**config.mk**
```make
export PLATFORM = sky130hd
export DESIGN_NAME = button_mode_frontend_flat
export DESIGN_NICKNAME = d
export VERILOG_FILES = /design/src/rtl/button_mode_frontend_if.sv /design/src/rtl/button_mode_frontend.sv /design/src/flat_wrapper.sv
export SDC_FILE = /design/constraint.sdc
export NUM_CORES = 1
export LEC_CHECK = 0
export ABC_AREA = 1
export CORE_ASPECT_RATIO = 0.5
export CORE_MARGIN = 1
export CORE_UTILIZATION = 64
export CTS_CLUSTER_DIAMETER = 120
export DETAILED_ROUTE_END_ITERATION = 7
export GPL_TIMING_DRIVEN = 0
export PLACE_DENSITY = 0.78
export SLEW_MARGIN = 25
export SYNTH_ARGS = -nofsm -noshare
export SYNTH_HDL_FRONTEND = slang
export SYNTH_SLANG_ARGS = --single-unit
```
**constraint.sdc**
```tcl
create_clock -name clk -period 2.1 [get_ports clk]
set_input_delay 0.525 -clock clk [delete_from_list [all_inputs] [get_ports clk]]
set_output_delay 0.525 -clock clk [all_outputs]
set_load 0.01 [all_outputs]
```
**src/rtl/button_mode_frontend_if.sv**
```systemverilog
// Button front-end bus: raw board buttons in, one-hot mode code and command pulses out.
interface button_mode_frontend_if;
  logic       btn_mode_raw;
  logic       btn_start_raw;
  logic       btn_reset_raw;
  logic [2:1] btn_raw;
  logic [3:0] state;
  logic       start_pulse;
  logic       reset_pulse;
  logic [2:1] button_pulse;

  // Board side: drives the raw buttons, consumes mode code and pulses.
  modport master (
    output btn_mode_raw,
    output btn_start_raw,
    output btn_reset_raw,
    output btn_raw,
    input  state,
    input  start_pulse,
    input  reset_pulse,
    input  button_pulse
  );

  // Front-end side.
  modport slave (
    input  btn_mode_raw,
    input  btn_start_raw,
    input  btn_reset_raw,
    input  btn_raw,
    output state,
    output start_pulse,
    output reset_pulse,
    output button_pulse
  );
endinterface

```
**src/rtl/button_mode_frontend.sv**
```systemverilog
// Button front end: synchronise and debounce raw buttons, turn presses into one-cycle
// pulses, run the mode state machine and auto-repeat the two digit-increment keys.
module button_mode_frontend #(
  parameter int unsigned DEBOUNCE_CYCLES = 1000000,
  parameter int unsigned HOLD_CYCLES     = 50000000,
  parameter int unsigned REPEAT_CYCLES   = 10000000,
  parameter logic [3:0]  REPEAT_EN_MASK  = 4'b0011
) (
  input logic                   clk,
  input logic                   reset,
  button_mode_frontend_if.slave bus
);

  // Input lanes: 0 mode, 1 start, 2 user reset, 3 button[1], 4 button[2].
  localparam int unsigned NumIn    = 5;
  localparam int unsigned IdxMode  = 0;
  localparam int unsigned IdxStart = 1;
  localparam int unsigned IdxReset = 2;
  localparam int unsigned IdxB1    = 3;

  localparam int unsigned DebW  = $clog2(DEBOUNCE_CYCLES + 1);
  localparam int unsigned HoldW = $clog2(HOLD_CYCLES + 1);
  localparam int unsigned RepW  = $clog2(REPEAT_CYCLES + 1);

  localparam logic [DebW-1:0]  DebLast  = DebW'(DEBOUNCE_CYCLES - 1);
  localparam logic [HoldW-1:0] HoldLast = HoldW'(HOLD_CYCLES - 1);
  localparam logic [HoldW-1:0] HoldFull = HoldW'(HOLD_CYCLES);
  localparam logic [RepW-1:0]  RepLast  = RepW'(REPEAT_CYCLES - 1);

  // Hold time is measured from the raw press, so the hold counter starts at the
  // press-pulse latency (2 sync + debounce + edge + output register).
  localparam int unsigned HoldSeedInt = (DEBOUNCE_CYCLES + 3 < HOLD_CYCLES) ?
                                        DEBOUNCE_CYCLES + 3 : 0;
  localparam logic [HoldW-1:0] HoldSeed = HoldW'(HoldSeedInt);

  // Mode codes (one-hot, CLOCK is all-zero).
  localparam logic [3:0] StClock     = 4'b0000;
  localparam logic [3:0] StCountUp   = 4'b1000;
  localparam logic [3:0] StCountDown = 4'b0100;
  localparam logic [3:0] StAlarm     = 4'b0010;
  localparam logic [3:0] StSetup     = 4'b0001;

  logic [NumIn-1:0] raw;
  logic [NumIn-1:0] sync1_q, sync2_q;
  logic [NumIn-1:0] deb_q, deb_d, deb_prev_q;
  logic [NumIn-1:0] armed_q, armed_d;
  logic [NumIn-1:0] edge_q, edge_d;
  logic [NumIn-1:0] pulse_q, pulse_d;
  logic [DebW-1:0]  deb_cnt_q [NumIn];
  logic [DebW-1:0]  deb_cnt_d [NumIn];
  logic [1:0]       prime_q;

  logic [1:0]       holding_q, holding_d, fire;
  logic [HoldW-1:0] hold_cnt_q [2];
  logic [HoldW-1:0] hold_cnt_d [2];
  logic [RepW-1:0]  rep_cnt_q [2];
  logic [RepW-1:0]  rep_cnt_d [2];

  logic [3:0] state_q, state_d;
  logic       rep_en;
  logic       mode_adv;

  assign raw = {bus.btn_raw[2], bus.btn_raw[1], bus.btn_reset_raw, bus.btn_start_raw,
                bus.btn_mode_raw};

  // Two-flop synchronisers, plus a primer that marks when the synchronisers hold real data.
  always_ff @(posedge clk) begin
    if (reset) begin
      sync1_q <= '0;
      sync2_q <= '0;
      prime_q <= '0;
    end else begin
      sync1_q <= raw;
      sync2_q <= sync1_q;
      prime_q <= {prime_q[0], 1'b1};
    end
  end

  // Debounce: accept a new level only after DEBOUNCE_CYCLES consecutive differing samples.
  always_comb begin
    for (int i = 0; i < NumIn; i++) begin
      deb_d[i]     = deb_q[i];
      deb_cnt_d[i] = '0;
      if (sync2_q[i] != deb_q[i]) begin
        if (deb_cnt_q[i] == DebLast) begin
          deb_d[i] = sync2_q[i];
        end else begin
          deb_cnt_d[i] = deb_cnt_q[i] + 1'b1;
        end
      end
    end
  end

  // Edge detect, gated until each input has been seen low after reset.
  always_comb begin
    armed_d = armed_q | ({NumIn{prime_q[1]}} & ~sync2_q);
    edge_d  = deb_q & ~deb_prev_q & armed_q;
  end

  // Auto-repeat for button[2:1]: seed on the press pulse, fire at hold, then periodically.
  always_comb begin
    rep_en   = |(state_q & REPEAT_EN_MASK);
    mode_adv = pulse_q[IdxMode];
    for (int j = 0; j < 2; j++) begin
      holding_d[j]  = holding_q[j];
      hold_cnt_d[j] = hold_cnt_q[j];
      rep_cnt_d[j]  = rep_cnt_q[j];
      fire[j]       = 1'b0;
      if (!deb_q[IdxB1 + j] || !rep_en || mode_adv) begin
        holding_d[j]  = 1'b0;
        hold_cnt_d[j] = '0;
        rep_cnt_d[j]  = '0;
      end else if (edge_q[IdxB1 + j]) begin
        holding_d[j]  = 1'b1;
        hold_cnt_d[j] = HoldSeed;
        rep_cnt_d[j]  = '0;
      end else if (holding_q[j]) begin
        if (hold_cnt_q[j] != HoldFull) begin
          if (hold_cnt_q[j] == HoldLast) begin
            fire[j]      = 1'b1;
            rep_cnt_d[j] = '0;
          end
          hold_cnt_d[j] = hold_cnt_q[j] + 1'b1;
        end else if (rep_cnt_q[j] == RepLast) begin
          fire[j]      = 1'b1;
          rep_cnt_d[j] = '0;
        end else begin
          rep_cnt_d[j] = rep_cnt_q[j] + 1'b1;
        end
      end
    end
  end

  // Output pulses merge press edges with repeat fires on the two auxiliary lanes.
  always_comb begin
    pulse_d = edge_q | {fire, 3'b000};
  end

  // Mode state machine; any illegal code falls back to CLOCK.
  always_comb begin
    state_d = state_q;
    case (state_q)
      StClock:     if (mode_adv) state_d = StCountUp;
      StCountUp:   if (mode_adv) state_d = StCountDown;
      StCountDown: if (mode_adv) state_d = StAlarm;
      StAlarm:     if (mode_adv) state_d = StSetup;
      StSetup:     if (mode_adv) state_d = StClock;
      default:     state_d = StClock;
    endcase
  end

  // Debounce, edge and pulse registers.
  always_ff @(posedge clk) begin
    if (reset) begin
      deb_q      <= '0;
      deb_prev_q <= '0;
      armed_q    <= '0;
      edge_q     <= '0;
      pulse_q    <= '0;
      for (int i = 0; i < NumIn; i++) begin
        deb_cnt_q[i] <= '0;
      end
    end else begin
      deb_q      <= deb_d;
      deb_prev_q <= deb_q;
      armed_q    <= armed_d;
      edge_q     <= edge_d;
      pulse_q    <= pulse_d;
      for (int i = 0; i < NumIn; i++) begin
        deb_cnt_q[i] <= deb_cnt_d[i];
      end
    end
  end

  // Hold/repeat counters and mode register.
  always_ff @(posedge clk) begin
    if (reset) begin
      holding_q <= '0;
      state_q   <= StClock;
      for (int j = 0; j < 2; j++) begin
        hold_cnt_q[j] <= '0;
        rep_cnt_q[j]  <= '0;
      end
    end else begin
      holding_q <= holding_d;
      state_q   <= state_d;
      for (int j = 0; j < 2; j++) begin
        hold_cnt_q[j] <= hold_cnt_d[j];
        rep_cnt_q[j]  <= rep_cnt_d[j];
      end
    end
  end

  assign bus.state        = state_q;
  assign bus.start_pulse  = pulse_q[IdxStart];
  assign bus.reset_pulse  = pulse_q[IdxReset];
  assign bus.button_pulse = pulse_q[IdxB1 + 1 : IdxB1];

endmodule

```
**src/flat_wrapper.sv**
```systemverilog
// flat-port wrapper written by rule: the top's interface ports become plain ports
module button_mode_frontend_flat 
#(
  parameter int unsigned DEBOUNCE_CYCLES = 1000000,
  parameter int unsigned HOLD_CYCLES     = 50000000,
  parameter int unsigned REPEAT_CYCLES   = 10000000,
  parameter logic [3:0]  REPEAT_EN_MASK  = 4'b0011
)
  (clk, reset, bus_btn_mode_raw, bus_btn_start_raw, bus_btn_reset_raw, bus_btn_raw, bus_state, bus_start_pulse, bus_reset_pulse, bus_button_pulse);
  button_mode_frontend_if bus_i ();
  input logic clk;
  input logic reset;
  input wire logic [$bits(bus_i.btn_mode_raw)-1:0] bus_btn_mode_raw;
  input wire logic [$bits(bus_i.btn_start_raw)-1:0] bus_btn_start_raw;
  input wire logic [$bits(bus_i.btn_reset_raw)-1:0] bus_btn_reset_raw;
  input wire logic [$bits(bus_i.btn_raw)-1:0] bus_btn_raw;
  output wire logic [$bits(bus_i.state)-1:0] bus_state;
  output wire logic [$bits(bus_i.start_pulse)-1:0] bus_start_pulse;
  output wire logic [$bits(bus_i.reset_pulse)-1:0] bus_reset_pulse;
  output wire logic [$bits(bus_i.button_pulse)-1:0] bus_button_pulse;
  assign bus_i.btn_mode_raw = bus_btn_mode_raw;
  assign bus_i.btn_start_raw = bus_btn_start_raw;
  assign bus_i.btn_reset_raw = bus_btn_reset_raw;
  assign bus_i.btn_raw = bus_btn_raw;
  assign bus_state = bus_i.state;
  assign bus_start_pulse = bus_i.start_pulse;
  assign bus_reset_pulse = bus_i.reset_pulse;
  assign bus_button_pulse = bus_i.button_pulse;
  button_mode_frontend #(.DEBOUNCE_CYCLES(DEBOUNCE_CYCLES), .HOLD_CYCLES(HOLD_CYCLES), .REPEAT_CYCLES(REPEAT_CYCLES), .REPEAT_EN_MASK(REPEAT_EN_MASK)) u_core (.clk(clk), .reset(reset), .bus(bus_i));
endmodule
```
; ---- Word level (Yosys, flattened, before mapping)
; Memories as Yosys holds them, arrays and structs flattened.
; Cells that the tools add are included.
[word_totals]
regBits = 43
mem_bits_rw = 200
wordCells = 147
n_memories = 3
[classes]
addsub = 9
n_eq_ne = 25
mux = 61
bitwise = 16
reduce_logical = 17
[mem_list]
columns = name, depth, width, rd, rd_ports_with_merged_regs, write_ports, line_no
row1 = u_core.deb_cnt_q, 5, 20, 5, 0, 5, button_mode_frontend.sv:49  ; logic [DebW-1:0] deb_cnt_q [NumIn];
row2 = u_core.hold_cnt_q, 2, 26, 2, 0, 2, button_mode_frontend.sv:54  ; logic [HoldW-1:0] hold_cnt_q [2];
row3 = u_core.rep_cnt_q, 2, 24, 2, 0, 2, button_mode_frontend.sv:56  ; logic [RepW-1:0] rep_cnt_q [2];
[ops]
columns = operator, count
row1 = 24-bit two-way mux, 14
row2 = 20-bit two-way mux, 15
row3 = 26-bit two-way mux, 10
row4 = 20-bit by 1-bit adder with 20-bit output (second input constant), 5
row5 = 20-bit equality test (second input constant), 5
row6 = 26-bit by 1-bit adder with 26-bit output (second input constant), 2
row7 = 26-bit equality test (second input constant), 2
row8 = 26-bit != test (second input constant), 2
row9 = 24-bit by 1-bit adder with 24-bit output (second input constant), 2
row10 = 24-bit equality test (second input constant), 2
row11 = 4-bit two-way mux, 5
row12 = 4-bit one-hot mux with 5 select lines, 1
row13 = 1-bit two-way mux, 16
row14 = 5-bit bitwise AND, 3
row15 = 2-bit by 1-bit != test with 1-bit output (second input constant), 5
row16 = 5-bit inverter, 2
row17 = 5-bit OR, 2
row18 = 2-bit AND reduction, 5
row19 = 1-bit OR, 9
row20 = 2-bit OR reduction, 3
row21 = 1-bit != test, 5
row22 = 5-bit AND reduction, 1
row23 = 4-bit by 1-bit equality test with 1-bit output (second input constant), 1
row24 = 4-bit by 2-bit equality test with 1-bit output (second input constant), 1
row25 = 5 further kinds, 10

; ---- Longest topological paths before layout
; An unclocked memory read counts as a cell.
[logic_depth]
word_depth = 8
ltp_mapped = 14
mapped_depth_nobuf = 14

; ---- Worst setup path after synthesis
; Ideal clock, no wire load.
[synth_path]
kind = flip-flop to flip-flop
from = memory u_core.hold_cnt_q[0][26] (netlist name)
to = memory u_core.rep_cnt_q[0][35] (netlist name)
t_arrival_ns = 1.635
slack_ns = 0.356
stages_incl_launch_ff = 14
path_buffers = 1
synth_period_minus_slack_ns = 1.744
cell_sequence = dfxtp_1 > ha_1 > inv_1 > nor2_4 > nand3_1 > nor2_1 > nand2_1 > nand2_4 > nand2_4 > nand2_2 > buf_6 > nand2_1 > nand2_1 > inv_1
[synth_rtl]
columns = element, line_no
row1 = start: declaration, button_mode_frontend.sv:54
row2 = end: declaration, button_mode_frontend.sv:56

; ---- Worst setup path after layout
[layout_path]
from = register u_core.state_q[1], in the netlist u_core.bus.state[1]
to = output port bus_state[1]
[layout_rtl]
columns = element, line_no
row1 = start: declaration, button_mode_frontend.sv:59  ; logic [3:0] state_q, state_d;
row2 = start signal: assignment, button_mode_frontend.sv:179  ; state_q <= StClock;
row3 = start signal: assignment, button_mode_frontend.sv:186  ; state_q <= state_d;
row4 = end: declaration, flat_wrapper.sv:17  ; output wire logic [$bits(bus_i.state)-1:0] bus_state;
; No word-level cell between the ends.

==> results.md <==
* Initial core utilization at 0.666
* Via count at 12761
* RR Startpoint: u_core.hold_cnt_q[0][26]
* Power per cell area at 629 nW/um2
* Async SR Flop Fraction at 0
* WL/cell at 12.8 um
* Nets at 2131
* CTS tree: done
* Top post-synthesis cells by count: nand2_1 (580), nor2_1 (333), inv_1 (259)
* Cell area after synthesis at 13200 um2
* Flops & latches, synth at 243
* Clk Latency, worst-skew pair at 0.54 ns
* Top Family by Delay on Critical Path: buffers and inverters
* Core box area at 19800 um2
* Dpl ws at -0.0738 ns
* Most frequent cell after synthesis: nand2_1
* # port buffers at 13
* Layout cell share with drive strength beyond 1 at 0.0686
* # diodes at 0
* Hold Crit Start: u_core.deb_prev_q[1]
* Syn_area_per_cell at 6.37 um2
* Antenna violations before repair at 0
* CTS max path bufs at 3
* Die width at 205 um
* CP Data Required Time at 1.57 ns
* Crit path arrival time at 1.51 ns
* Leakage power at 5.47 nW
* Internal power at 7.30 mW
* Clock share of power at 0.487
* Sequential power share at 0.504
* # IOs at 15
* H-Tree Depth at 1
* Max layer used: met4
* Area contributors post-synth: dfxtp_1 (37%), nand2_1 (16%), nor2_1 (9.5%)
* Bufs and invs on worst path at 1
* Crit-path cells: clkdlybuf4s50_1
* Final Hold Fails at 0
* Clock transition at path regs at 0.07 ns
* EDFF count, synth at 0
* RSZ-0062 raised after global routing: no
* CP max stage cell: clkdlybuf4s50_1
* Post-DP HPWL at 22400 um
* Comb power frac at 0.009
* Peak supply drop at 0.594 mV
* Final worst slack at 0.0612 ns
* Final Util at 0.738
* Crit. Startpoint: u_core.bus.state[1]
* # DRC at 0
* Peak Freq at 490 MHz
* Max Cap Viol at 0
* Slew margin rel. at 0.580
* Hold_ws at 0.389 ns
* GPL Wtd Cong at 0.971
* Critical path endpoint category: output port
* Net Count, Synth at 2091
* Die Height at 104 um
* Final ANT Viol Nets at 0
* CP max FO at 5
* Drt via density at 5.33
* DIE AREA at 21200 um2
* Num CTS Buffers at 22
* Clock Tree Root: clkbuf_16
* Tmin final at 2.04 ns
* Critical path type: reg -> out
* Total power draw at 9.20 mW
* DR WL met2 at 14200 um
* # hold bufs at CTS at 0
* Post-synth top flop: dfxtp_1
* Metal-1 WL at 14300 um
* Seq/Total Area, Yosys at 0.368
* Largest net degree at the start of global routing at 17
* Yosys top cell area share at 0.368
* CP peak stage delay at 0.56 ns
* Net Sw Power at 1.90 mW
* Number of global-route vias before repair at 11578
* First-pass GRT wire length at 51900 um
* Worst Tran Pin Value at 0.630 ns
* Drt first pass iters at 7
* Clock Sinks at 243
* Final wirelength at 30700 um
* Synth warn at 0
* Sw Ratio at 0.206
* Period utilization at 0.971
* Clock Skew at 0.0244 ns
* Yosys top cell by area: dfxtp_1
* Area Overhead vs Synth at 10.8%
* Remaining Overflow, GRT at 0
* Post-Synthesis Cells at 2073
* Worst Hold Class: reg -> reg
* DRT iter0 DRCs at 853
* Final setup viols at 0
* GRT Total Usage at 0.289
* Synth cell types at 44
* Outcome: finished clean
* FP Rows at 36
* Final slew viol count at 0
* Startpoint types: flop
* Metal3 WL at 1750 um
what timing repair did:
item | 4_1_cts | 5_1_grt
gates resized for setup | 8 | 30
setup buffers | 0 | 2
pin swaps | 0 | 2
cloned | 0 | 1
setup endpoints to repair | 33 | 102
hold endpoints to repair | 0 | 0
metal layers:
metal,track usage,vias up
met2,0.489,316
met4,0.0672,0
li1,-,6670
met5,0,-
met1,0.385,5735
met3,0.0475,40
flip-flops by register name, summed over array words and instances, names as in the netlist:
register / cells
u_core.sync2_q: 5
u_core.armed_q: 5
u_core.pulse_q: 5
u_core.prime_q: 2
u_core.deb_q: 5
u_core.deb_prev_q: 5
u_core.rep_cnt_q: 48
u_core.bus.state: 4
u_core.sync1_q: 5
u_core.edge_q: 5
u_core.hold_cnt_q: 52
u_core.holding_q: 2
u_core.deb_cnt_q: 100
stage by stage:
step / std cells / instance area (um2) / setup TNS, ns
after floorplan: 2073 / 13200 / 0
after global placement: 2352 / 13700 / -0.694
after detailed placement: 2352 / 13700 / -0.954
after CTS: 2391 / 14500 / 0
after global routing: 2394 / 14600 / 0
final: 2394 / 14600 / 0
placed cells by master, fill, tap and decap left out, drive strengths merged:
| cell | n |
|---|---|
| nand2 | 589 |
| nor2 | 351 |
| inv | 264 |
| dfxtp | 243 |
| nand3 | 150 |
| a21oi | 110 |
| nand4 | 71 |
| nor3 | 68 |
| clkbuf | 42 |
| o21ai | 41 |
| xor2 | 38 |
| buf | 32 |
| xnor2 | 15 |
| o21bai | 15 |
| clkdlybuf4s50 | 13 |
| or2 | 12 |
| ha | 11 |
| nor3b | 10 |
| nand3b | 10 |
| nor4 | 9 |
| and3 | 8 |
| a31oi | 7 |
| clkinv | 6 |
| bufinv | 4 |
| and2 | 2 |
| o211ai | 2 |
| clkinvlp | 2 |
| or3 | 1 |
| o21a | 1 |
| a211oi | 1 |
layout make-up:
cell class / instances / area [um2]
buffer: 43 / 240
clock buffer: 29 / 637
clock inverter: 10 / 179
fill: 1708 / 5190
inverter: 265 / 1000
multi-input combinational: 1522 / 7220
sequential: 243 / 4870
tap: 266 / 333
timing repair buffer: 15 / 145
timing repair inverter: 1 / 5.00
power groups by stage:
stage | logic (mW) | clock network [mW] | registers [mW]
global placement | 0.0760 | 0 | 4.74
detailed placement | 0.0780 | 0 | 4.74
finish | 0.0790 | 4.48 | 4.64
floorplan | 0.0495 | 0 | 4.74
global route | 0.0915 | 4.73 | 4.64
CTS | 0.0790 | 4.54 | 4.64
kinds of logic (layout without fill, tap and decap cells):
kind of cell / count (synthesis) / in the layout / synth area share
AND/OR/NAND/NOR: 1281 / 1281 / 0.421
XOR/XNOR: 53 / 53 / 0.0351
flip-flops: 243 / 243 / 0.368
adder cells (fa/ha/maj): 11 / 11 / 0.0104
buffers and inverters: 308 / 363 / 0.0931
AO/OA/AOI/OAI: 177 / 177 / 0.0722
path summary, 6_finish.rpt:
| check | end | slack [ns] | depth (start not counted) |
|---|---|---|---|
| setup / recovery | bus_state[1] | 0.06 | 1 |
| hold / removal | u_core.edge_q[1] | 0.39 | 1 |
| setup reg to reg | u_core.pulse_q[4] | 0.11 | 12 |
| hold reg to reg | u_core.edge_q[1] | 0.39 | 1 |
Note: power is estimated with default switching activity, not from simulation.
